[src/rtl/regfile_pkg.sv]
// regfile_pkg: shared defaults and types for the multi-port register file
package regfile_pkg;
    localparam int NREGS_DEF = 32;
    localparam int XLEN_DEF = 32;
    localparam int NRD_DEF = 2;
    typedef logic [$clog2(NREGS_DEF)-1:0] reg_addr_t;
    typedef logic [XLEN_DEF-1:0] reg_data_t;
endpackage

[src/rtl/regfile_scoreboard.sv]
// regfile_scoreboard: per-register busy bits; alloc beats same-edge clear, rst beats both, r0 never busy
module regfile_scoreboard #(
    parameter int NREGS = 32,
    localparam int AW = $clog2(NREGS)
) (
    input  logic             clk,
    input  logic             rst,
    input  logic             alloc_en,
    input  logic [AW-1:0]    alloc_addr,
    input  logic             clr0_en,
    input  logic [AW-1:0]    clr0_addr,
    input  logic             clr1_en,
    input  logic [AW-1:0]    clr1_addr,
    output logic [NREGS-1:0] busy_vec
);
    always_ff @(posedge clk)
        for (int r = 0; r < NREGS; r++)
            busy_vec[r] <= !rst && r != 0 &&
                ((alloc_en && alloc_addr == AW'(r)) ||
                 (busy_vec[r] && !(clr0_en && clr0_addr == AW'(r)) && !(clr1_en && clr1_addr == AW'(r))));
endmodule

[src/rtl/regfile_mp.sv]
// regfile_mp: multi-read, dual-write register file with busy scoreboard
// REGFILE_BYPASS_EN: reads see same-cycle write data (wr1 priority) and report not busy
module regfile_mp import regfile_pkg::*; #(
    parameter int NREGS = NREGS_DEF,
    parameter int XLEN = XLEN_DEF,
    parameter int NRD = NRD_DEF,
    localparam int AW = $clog2(NREGS)
) (
    input  logic              clk,
    input  logic              rst,
    input  logic [NRD*AW-1:0] rd_addr,
    output logic [NRD*XLEN-1:0] rd_data,
    output logic [NRD-1:0]    rd_busy,
    input  logic              wr0_en,
    input  logic [AW-1:0]     wr0_addr,
    input  logic [XLEN-1:0]   wr0_data,
    input  logic              wr1_en,
    input  logic [AW-1:0]     wr1_addr,
    input  logic [XLEN-1:0]   wr1_data,
    input  logic              alloc_en,
    input  logic [AW-1:0]     alloc_addr,
    output logic [NREGS-1:0]  busy_vec
);
    logic [XLEN-1:0] regs [NREGS];
    logic w0, w1;
    assign w0 = wr0_en && wr0_addr != '0;
    assign w1 = wr1_en && wr1_addr != '0;
    // wr1 is applied last so it wins on an address collision
    always_ff @(posedge clk)
        if (rst)
            for (int r = 0; r < NREGS; r++) regs[r] <= '0;
        else begin
            if (w0) regs[wr0_addr] <= wr0_data;
            if (w1) regs[wr1_addr] <= wr1_data;
        end
    regfile_scoreboard #(.NREGS(NREGS)) u_sb (
        .clk(clk), .rst(rst),
        .alloc_en(alloc_en), .alloc_addr(alloc_addr),
        .clr0_en(w0), .clr0_addr(wr0_addr),
        .clr1_en(w1), .clr1_addr(wr1_addr),
        .busy_vec(busy_vec)
    );
    for (genvar p = 0; p < NRD; p++) begin : g_rd
        logic [AW-1:0] a;
        assign a = rd_addr[p*AW +: AW];
`ifdef REGFILE_BYPASS_EN
        logic b0, b1;
        assign b0 = w0 && wr0_addr == a;
        assign b1 = w1 && wr1_addr == a;
        assign rd_data[p*XLEN +: XLEN] = b1 ? wr1_data : b0 ? wr0_data : regs[a];
        assign rd_busy[p] = busy_vec[a] && !(b0 || b1);
`else
        assign rd_data[p*XLEN +: XLEN] = regs[a];
        assign rd_busy[p] = busy_vec[a];
`endif
    end
endmodule

[config.mk]
export PLATFORM = sky130hd
export DESIGN_NAME = regfile_mp
export DESIGN_NICKNAME = d
export VERILOG_FILES = /design/src/rtl/regfile_pkg.sv /design/src/rtl/regfile_scoreboard.sv /design/src/rtl/regfile_mp.sv
export SDC_FILE = /design/constraint.sdc
export NUM_CORES = 2
export LEC_CHECK = 0
export BUFFER_PORTS_ARGS = -buffer_cell sky130_fd_sc_hd__buf_2
export CAP_MARGIN = 20
export CORE_MARGIN = 2
export CORE_UTILIZATION = 65
export DETAILED_ROUTE_END_ITERATION = 12
export PLACE_DENSITY_LB_ADDON = 0.12
export SETUP_SLACK_MARGIN = 0.02
export SLEW_MARGIN = 20
export SYNTH_ARGS = -nofsm -noshare
export SYNTH_HDL_FRONTEND = slang
export SYNTH_SLANG_ARGS = --single-unit
[constraint.sdc]
create_clock -name clk -period 3.95 [get_ports clk]
set_clock_uncertainty 0.05 [all_clocks]
set_input_delay 0.1975 -clock clk [delete_from_list [all_inputs] [get_ports clk]]
set_output_delay 0.1975 -clock clk [all_outputs]
set_load 0.005 [all_outputs]
==> qor.yml <==
outcome: "complete, no violations"
synth_top_area_share_pct: 52.6
grt_max_degree: 62
cts_resized: 0
grt_setup_unrepaired: "no"
die_area_sq_mm: 0.0923
ioPinCount: 192
post-route-min-period_ns: 3.10
setup_viol_count_final: 0
core-area_sq_mm: 0.0888
synth_cells: 3833
drv_cap: 0
pre_cts_slack_ns: 0.939
tritoncts: "yes"
fmax_mhz: 322
synth_common_cells: "edfxtp_1 (1,024), a22o_1 (992), mux4_2 (518), clkbuf_1 (331), o22ai_1 (271)"
irDropWorstVdd_mv: 0.382
cts_buffers: 109
slowest_stage: "nor4_1"
leakagePower_nw: 21.4
grt_pass1_wl_um: 321000
fp.dieW_um: 304
synth.ff_latch_count: 1055
worst_pin_slew_ns: 1.22
drc: 0
drive_above_1_share_pct: 29.8
postSynthAreaPerCell_sq_um: 15.3
synth.area.top_cells: "edfxtp_1 (53%), mux4_2 (20%), a22o_1 (15%), o22ai_1 (2.9%), clkbuf_1 (2.1%)"
cp_slowest_stage_delay_ns: 0.97
rrSetupSlack_ns: 2.57
grt_use_total_pct: 49.2
crit_chain: "buf_2 -> inv_1 -> nand2_2 -> o22ai_1 -> nor4_1 -> buf_2"
antenna_found_initial: 8
hpwl_um: 139000
place_area_sq_mm: 0.0609
dieHeight_um: 304
cts_htree_levels: 3
hold_class: "primary input to register"
cts_hold_buf: 10
first_pass_iters: 8
layout.nets: 3881
crit_path_start: "rd_addr[5]"
arrival_ns: 2.86
synthArstFlopShare_pct: 0
yosysMostFrequentCell: "edfxtp_1"
clock-sinks: 1055
numPortBuffers: 190
path_clk_slew_ns: 0.06
post-route-period-util_pct: 78.6
critPathCapture: "rd_data[63]"
r2r-end: "u_sb.busy_vec[16]$_DFF_P_"
yosysTopAreaCell: "edfxtp_1"
maxSlewViolCount: 0
routedWlPerCell_um: 45.3
grt_pass1_vias: 44900
stdcell_count: 5056
crit_type: "primary input to output port"
grt_overflow: 0
totalWireLength_um: 229000
synth_area_sq_mm: 0.0585
end_kind: "output port"
hold_start: "wr0_data[0]"
root_buffer: "clkbuf_16"
fin_setup_tns_ns: 0
start_kind: "primary input"
fin_area_sq_mm: 0.0645
drtAntennaViolNets: 0
clk_latency_ns: 0.69
cellPowerDensity_mw_per_mm2: 420
place.gp.congestion: 0.978
required_ns: 3.70
synth_cell_types: 49
r2r-start: "u_sb.busy_vec[16]$_DFF_P_"
placed_cells: 4828
slew_headroom_pct: 18.5
via_count: 45600
hold_viol: 0
synth_edf_count: 1024
post_cts_buffers: 0
cp_common_cell: "buf_2"
drt_iter0_drc: 9252
fin_ws_ns: 0.846
ys_warn_count: 0
num_rows: 109
ff2ff_path_depth: 3
ys_seq_area_share_pct: 53.7
area_growth_pct: 10.4
start_util_pct: 65.8
synth_ff_type: "edfxtp_1"
cts.path.max_buffers: 3
power_mw: 27.1
avgViaCountPerCell: 9.02
critPathMaxFanout: 23
[sequential cells by signal, summed over array words and instances (netlist names)]
register       count
u_sb.busy_vec     31
regs            1024
[metal layers]
layer,vias to the layer above,share of wire [%],global-route usage [%],wire [um]
met5,-,0.024,0.103,55
met4,8,10,40.6,23200
met3,1296,18,18.7,40700
met2,5557,42,68.7,96700
met1,22300,30,61.2,68100
li1,16400,-,-,-
[power breakdown]
part / total (mW) / switching [mW] / internal [mW] / leakage [nW]
clock: 10.2 / 4.52 / 5.64 / 1.68
combinational: 3.55 / 2.15 / 1.40 / 9.71
sequential: 13.4 / 0.383 / 13.0 / 10.1
total: 27.1 / 7.05 / 20.0 / 21.4
[final cells by class]
type,count,area (sq um)
clock buffer,140,2920
tap,1165,1460
fill,5513,24300
antenna,11,27.5
multi-input combinational,2194,25000
sequential,1055,31400
inverter,41,154
timing repair buffer,386,3150
clock inverter,64,498
[worst min-delay path by stage]
stage	endpoint	slack, ns	depth (start not counted)
6_report	regs[29][0]$_DFFE_PP_	0.16	2
5_1_grt	regs[25][11]$_DFFE_PP_	0.17	2
4_1_cts	regs[31][0]$_DFFE_PP_	0.14	2
3_5_place_dp	u_sb.busy_vec[23]$_DFF_P_	0.44	2
3_3_place_gp	u_sb.busy_vec[23]$_DFF_P_	0.43	2
2_1_floorplan	u_sb.busy_vec[16]$_DFF_P_	0.26	1
[per-stage QoR]
| step | util (%) | hold slack [ns] |
|---|---|---|
| final | 72.7 | 0.163 |
| after global routing | 72.7 | 0.170 |
| after CTS | 72.6 | 0.141 |
| after detailed placement | 68.6 | 0.437 |
| after global placement | 68.6 | 0.431 |
| after floorplan | - | 0.263 |
[placed cells by master (no fill, tap or decap), drive strengths merged, types with 45 or more instances in the layout]
master  netlist  layout
clkbuf      331     140
buf         244     376
nand2        45      45
mux4        518     518
a22o        992     992
nor4         66      66
nor2         85      85
edfxtp     1024    1024
clkinv        0      53
o22ai       271     271
[critical path, delay by kind of cell]
family	cells	cell delay, ns
buf+inv	3	0.64
simple gates	2	1.79
compound gates	1	0.21
[kinds of logic (layout without fill, tap and decap cells)]
| logic type | after synthesis | count (layout) | share of synthesized area, % |
|---|---|---|---|
| flops | 1055 | 1055 | 53.7 |
| simple gates | 335 | 335 | 3.35 |
| buf+inv | 616 | 631 | 4.63 |
| compound gates | 1302 | 1302 | 18.3 |
| mux | 524 | 524 | 20.1 |
| other cells | 1 | 44 | 0.00642 |
Note: power is estimated with default switching activity, not from simulation.
